**src/rtl/sevenseg_scan_driver.sv**
```systemverilog
// Time-multiplexed driver for a common-anode 7-segment bank: internal scan tick, per-slot PWM,
// leading-zero blanking and shadow/active content registers swapped only at frame boundaries.
module sevenseg_scan_driver #(
    parameter int unsigned NUM_DIGITS = 8,
    parameter int unsigned SCAN_DIV   = 100_000,
    parameter int unsigned PWM_BITS   = 4
) (
    input  logic                    clk_in,
    input  logic                    reset,
    input  logic [4*NUM_DIGITS-1:0] data_in,
    input  logic [NUM_DIGITS-1:0]   dp_in,
    input  logic [NUM_DIGITS-1:0]   digit_en_in,
    input  logic                    load,
    input  logic                    hex_mode,
    input  logic                    lz_blank,
    input  logic [PWM_BITS-1:0]     brightness,
    output logic [6:0]              segments,
    output logic                    dp,
    output logic [NUM_DIGITS-1:0]   anodes,
    output logic                    frame_done
);

    localparam int unsigned SelW = (NUM_DIGITS > 1) ? $clog2(NUM_DIGITS) : 1;
    localparam int unsigned PreW = (SCAN_DIV > 1) ? $clog2(SCAN_DIV) : 1;
    localparam logic [PreW-1:0] PreLast = PreW'(SCAN_DIV - 1);
    localparam logic [SelW-1:0] SelLast = SelW'(NUM_DIGITS - 1);

    logic [PreW-1:0]         presc_q, presc_d;
    logic [SelW-1:0]         sel_q, sel_d;
    logic [PWM_BITS-1:0]     pwm_q, pwm_d;
    logic [4*NUM_DIGITS-1:0] sh_data_q, sh_data_d, act_data_q, act_data_d;
    logic [NUM_DIGITS-1:0]   sh_dp_q, sh_dp_d, sh_en_q, sh_en_d;
    logic [NUM_DIGITS-1:0]   act_dp_q, act_dp_d, act_en_q, act_en_d;
    logic [6:0]              seg_q, seg_d;
    logic                    dp_q, dp_d;
    logic [NUM_DIGITS-1:0]   an_q, an_d;
    logic                    fd_q, fd_d;

    logic                    tick, boundary;
    logic                    zero_run;
    logic [NUM_DIGITS-1:0]   lead;
    logic [3:0]              cur_nib;
    logic                    cur_dp, cur_en, cur_lead, lit;

    function automatic logic [6:0] glyph(input logic [3:0] nib, input logic hex);
        logic [6:0] g;
        case (nib)
            4'h0:    g = 7'b0000001;
            4'h1:    g = 7'b1001111;
            4'h2:    g = 7'b0010010;
            4'h3:    g = 7'b0000110;
            4'h4:    g = 7'b1001100;
            4'h5:    g = 7'b0100100;
            4'h6:    g = 7'b0100000;
            4'h7:    g = 7'b0001111;
            4'h8:    g = 7'b0000000;
            4'h9:    g = 7'b0000100;
            4'hA:    g = 7'b0001000;
            4'hB:    g = 7'b1100000;
            4'hC:    g = 7'b0110001;
            4'hD:    g = 7'b1000010;
            4'hE:    g = 7'b0110000;
            default: g = 7'b0111000;
        endcase
        if (!hex && nib > 4'd9) begin
            g = 7'b1111111;
        end
        return g;
    endfunction

    assign tick     = (presc_q == PreLast);
    assign boundary = tick && (sel_q == SelLast);

    // Scan counters; with a single digit SelLast is 0 so sel never leaves 0.
    always_comb begin
        presc_d = tick ? '0 : presc_q + 1'b1;
        pwm_d   = tick ? '0 : pwm_q + 1'b1;
        sel_d   = sel_q;
        if (tick) begin
            sel_d = (sel_q == SelLast) ? '0 : sel_q + 1'b1;
        end
    end

    always_comb begin
        sh_data_d  = load ? data_in : sh_data_q;
        sh_dp_d    = load ? dp_in : sh_dp_q;
        sh_en_d    = load ? digit_en_in : sh_en_q;
        act_data_d = boundary ? sh_data_q : act_data_q;
        act_dp_d   = boundary ? sh_dp_q : act_dp_q;
        act_en_d   = boundary ? sh_en_q : act_en_q;
    end

    // A digit is leading while it and every digit above it show a bare zero.
    always_comb begin
        lead     = '0;
        zero_run = 1'b1;
        for (int i = int'(NUM_DIGITS) - 1; i >= 0; i--) begin
            zero_run = zero_run && (act_data_q[4*i +: 4] == 4'd0) && !act_dp_q[i];
            if (i > 0) begin
                lead[i] = lz_blank && zero_run;
            end
        end
    end

    always_comb begin
        cur_nib  = '0;
        cur_dp   = 1'b0;
        cur_en   = 1'b0;
        cur_lead = 1'b0;
        for (int i = 0; i < int'(NUM_DIGITS); i++) begin
            if (sel_q == SelW'(i)) begin
                cur_nib  = act_data_q[4*i +: 4];
                cur_dp   = act_dp_q[i];
                cur_en   = act_en_q[i];
                cur_lead = lead[i];
            end
        end
    end

    assign lit = cur_en && !cur_lead && (pwm_q < brightness);

    always_comb begin
        seg_d = 7'b1111111;
        dp_d  = 1'b1;
        an_d  = '1;
        fd_d  = boundary;
        if (lit) begin
            seg_d = glyph(cur_nib, hex_mode);
            dp_d  = ~cur_dp;
            for (int i = 0; i < int'(NUM_DIGITS); i++) begin
                if (sel_q == SelW'(i)) begin
                    an_d[i] = 1'b0;
                end
            end
        end
    end

    always_ff @(posedge clk_in) begin
        if (reset) begin
            presc_q    <= '0;
            sel_q      <= '0;
            pwm_q      <= '0;
            sh_data_q  <= '0;
            sh_dp_q    <= '0;
            sh_en_q    <= '0;
            act_data_q <= '0;
            act_dp_q   <= '0;
            act_en_q   <= '0;
            seg_q      <= 7'b1111111;
            dp_q       <= 1'b1;
            an_q       <= '1;
            fd_q       <= 1'b0;
        end else begin
            presc_q    <= presc_d;
            sel_q      <= sel_d;
            pwm_q      <= pwm_d;
            sh_data_q  <= sh_data_d;
            sh_dp_q    <= sh_dp_d;
            sh_en_q    <= sh_en_d;
            act_data_q <= act_data_d;
            act_dp_q   <= act_dp_d;
            act_en_q   <= act_en_d;
            seg_q      <= seg_d;
            dp_q       <= dp_d;
            an_q       <= an_d;
            fd_q       <= fd_d;
        end
    end

    assign segments   = seg_q;
    assign dp         = dp_q;
    assign anodes     = an_q;
    assign frame_done = fd_q;

endmodule

```
**config.mk**
```make
export PLATFORM = sky130hd
export DESIGN_NAME = sevenseg_scan_driver
export DESIGN_NICKNAME = d
export VERILOG_FILES = /design/src/rtl/sevenseg_scan_driver.sv
export SDC_FILE = /design/constraint.sdc
export NUM_CORES = 1
export LEC_CHECK = 0
export BUFFER_PORTS_ARGS = -buffer_cell sky130_fd_sc_hd__buf_2
export CORE_MARGIN = 2
export CORE_UTILIZATION = 40
export DETAILED_ROUTE_END_ITERATION = 8
export PLACE_DENSITY = 0.61
export SYNTH_ARGS = -nofsm -noshare
export SYNTH_HDL_FRONTEND = slang
export SYNTH_SLANG_ARGS = --single-unit
```
**constraint.sdc**
```tcl
create_clock -name clk_in -period 5.45 [get_ports clk_in]
set_input_delay 1.09 -clock clk_in [delete_from_list [all_inputs] [get_ports clk_in]]
set_output_delay 1.09 -clock clk_in [all_outputs]
set_load 0.01 [all_outputs]
```
==> summary.txt <==
Logic synthesis
  – Synthesized area: 0.00565 mm^2
  – Syn Inst Count: 584
  – Synth top area cells: dfxtp_1, mux2i_1, a22o_1
  – EDFF count, synth: 0
  – Avg Inst Size Synth: around 9.7 um^2
  – Unique cell type count in the Yosys netlist: 56
  – Dominant synthesized flop cell: dfxtp_1
  – Synth Warn #: 0
  – Leading area contributor after synthesis: dfxtp_1
  – #FFs+latches synth: between 100 and 150
  – Synth top area share: 0.485
  – Syn Nets: 658
  – Sequential-to-total area share from yosys stat: 0.485
  – FFs w/ async S/R, synth: 0

Clocking
  – Post-CTS setup buffer count: 0
  – H-tree Lvls: 4
  – Worst-path clk slew: about 0.060 ns
  – Worst skew pair latency: roughly 0.41 ns
  – Clock tree buffer depth: 2
  – Clk sinks: 137
  – CTS Buf Count: 17
  – Hold buffer count at cts: 0
  – Post_cts resized: 0
  – Clock root buffer: clkbuf_16
  – CTS tree: built

Timing
  – Worst setup margin: 1.53 ns
  – Fin crit period: between 3 and 4 ns
  – Fin. Hold Viols: 0
  – Final Slew Violations: 0
  – Final setup fails: 0
  – Clock Skews: ~0.0071 ns
  – Sum of negative setup slack: 0 ns
  – Slew HR: 0.202
  – Max Freq: around 260 MHz
  – Tcrit/Tclk final: 0.719
  – RSZ-0062 raised after global routing: no
  – Worst-Margin Slew: around 1.2 ns

Finish
  – Fillers: around 1300
  – Multi-input logic area: about 0.0027 mm^2
  – Design area: 0.00673 mm^2
  – Final #Nets: slightly above 700
  – Utilization after layout: 0.486
  – Sequential cell area: between 0.002 and 0.003 mm^2
  – Layout cells sized above 1: 0.167
  – P&R area growth vs syn: 19.0%
  – Number of antenna diodes: 0

Min path
  – Hold endpoint: presc_q[0]$_SDFF_PP0_
  – Hold crit path type: reg2reg
  – Hold Startpoint: presc_q[0]$_SDFF_PP0_
  – Hold path depth: 1

Setup path
  – Worst Path Arrival: roughly 4.2 ns
  – Worst EP required: 5.71 ns
  – Crit path launch type: flop
  – R2R cell count: 9
  – Worst R2R End: segments[2]$_SDFF_PP1_
  – R2R setup slack: 1.53 ns
  – Reg2reg start: sel_q[2]$_SDFFE_PP0N_
  – Critical Path Fanout Max: 25
  – Setup CP Type: reg2reg
  – CP endpoint kind: flop

Drt
  – Total wire length: 12.6 mm
  – Final ANT Viol Nets: 0
  – Via density: between 5 and 6
  – Drc violations: 0
  – Detailed Route Iter0 Violations: ~270
  – Drt pass-1 iters: 5
  – DR vias: 4404
  – DR WL/cell: around 15 um

Die
  – Die Wd: around 120 um
  – Die area: between 0.015 and 0.02 mm^2
  – Starting Density: 0.409
  – I/O pins: 74
  – CORE AREA: between 0.01 and 0.015 mm^2
  – Row Count: 43
  – Die height: between 100 and 150 um

Job
  – Max_cap viols: 0

Global routing
  – Aggregate global-route resource usage: 0.177
  – Largest net degree at the start of global routing: 50
  – Grt total ovfl: 0
  – Initial antenna violation count: 0
  – Vias in the first global route: between 4000 and 5000
  – Global-route wire length before repair: approximately 21 mm

Power
  – Power consumption: around 2300 uW
  – PD cells: between 300 and 400 mW/mm^2
  – Leakage: 0.00274 uW
  – Maximum VDD drop: 0.188 mV

Placed design
  – Dpl hpwl: around 8.8 mm
  – Setup WS pre-CTS: 1.64 ns
  – Dpl cell area: a little over 0.006 mm^2
  – Port buffer count: 73
  – RD Place Congestion: ~0.94

Outcome
  – Status: finished, final reports clean
## kinds of logic (layout without fill, tap and decap cells)
| family | Yosys count | count (layout) | synth area share |
|---|---|---|---|
| multiplexers | 49 | 49 | 0.0868 |
| AND/OR/NAND/NOR | 183 | 183 | 0.156 |
| adder cells (fa/ha/maj) | 17 | 17 | 0.0376 |
| XOR/XNOR | 19 | 19 | 0.0294 |
| flip-flops | 137 | 137 | 0.485 |
| AO/OA/AOI/OAI | 123 | 123 | 0.164 |
| buffers and inverters | 56 | 124 | 0.0403 |
## how the worst max path moves through the flow
stage	endpoint	from	slack (ns)	cells past startpoint
3_5_place_dp	segments[2]$_SDFF_PP1_	sel_q[2]$_SDFFE_PP0N_	1.64	9
4_1_cts	segments[2]$_SDFF_PP1_	sel_q[2]$_SDFFE_PP0N_	1.61	9
5_1_grt	segments[2]$_SDFF_PP1_	sel_q[2]$_SDFFE_PP0N_	1.14	9
2_1_floorplan	segments[1]$_SDFF_PP1_	sel_q[2]$_SDFFE_PP0N_	2.40	12
3_3_place_gp	segments[1]$_SDFF_PP1_	sel_q[2]$_SDFFE_PP0N_	1.87	9
6_report	segments[2]$_SDFF_PP1_	sel_q[2]$_SDFFE_PP0N_	1.53	9
## Yosys cell counts (all sizes together), types with 3 or more instances
master and count:
a22o 50, nand2b 6, a32o 3, a21oi 22
nand2 24, o211ai 4, xor2 9, nor2b 5
or3 4, o221ai 3, o22ai 3, a31oi 3
mux2i 49, or4 5, ha 17, nand4 6
and2 4, a211oi 8, dfxtp 137, nand3 18
o21ai 12, inv 18, xnor2 10, nor3 5
nor4 4, clkbuf 25, nor2 87, nand3b 4
buf 13
## metrics by stage
step,std cells,hold slack [ns]
floorplan,584,0.418
global placement,801,0.430
global route,832,0.476
finish,832,0.446
detailed placement,801,0.439
CTS,832,0.448
## layer usage
metal	track usage	routed length (um)
met1	0.243	6240
met2	0.265	5580
met3	0.0576	621
met4	0.0546	185
met5	0	0
## area by class of cell
cell class | count | area share
well taps | 180 | 0.0335
repair buffers | 75 | 0.0566
flip-flops and latches | 137 | 0.408
clock inverters | 8 | 0.0214
clock buffers | 23 | 0.0696
inverters | 18 | 0.0100
multi-input cells | 391 | 0.401
## flip-flops by register name, indices dropped and copies added, names as in the netlist
register and cells:
dp 1, sh_en_q 8, pwm_q 4, act_en_q 8, sel_q 3, anodes 8, presc_q 17, act_data_q 32
act_dp_q 8, sh_dp_q 8, frame_done 1, segments 7, sh_data_q 32
## cells in the final DEF (no fill, tap or decap), drive strengths merged, types with 3 or more instances in the layout
| cell | count |
|---|---|
| a21oi | 22 |
| o22ai | 3 |
| nand4 | 6 |
| mux2i | 49 |
| o211ai | 4 |
| nand3b | 4 |
| clkinv | 4 |
| xnor2 | 10 |
| a211oi | 8 |
| nand2b | 6 |
| a22o | 50 |
| and2 | 4 |
| or4 | 5 |
| nor2b | 5 |
| buf | 75 |
| nand2 | 24 |
| dfxtp | 137 |
| a32o | 3 |
| nor3 | 5 |
| a31oi | 3 |
| nor2 | 87 |
| bufinv | 4 |
| nor4 | 4 |
| o21ai | 12 |
| nand3 | 18 |
| xor2 | 9 |
| clkbuf | 23 |
| or3 | 4 |
| o221ai | 3 |
| inv | 18 |
| ha | 17 |
## report_power, final
part	total [uW]	switching (uW)	internal, uW	leakage, uW
Clock	1190	401	786	0.000301
Sequential	1040	16.5	1030	0.00111
Combinational	92.3	49.0	43.3	0.00133
## worst max-delay path: stages (launching register included)
cell       delay, ns
dfxtp_1         0.85
inv_2           0.26
ha_1            0.47
a2111oi_0       0.49
o22ai_1         0.16
a21oi_1         0.43
ha_1            0.30
o221ai_1        0.15
a211oi_2        0.44
o221ai_1        0.21
(Power assumes the default switching activity.)
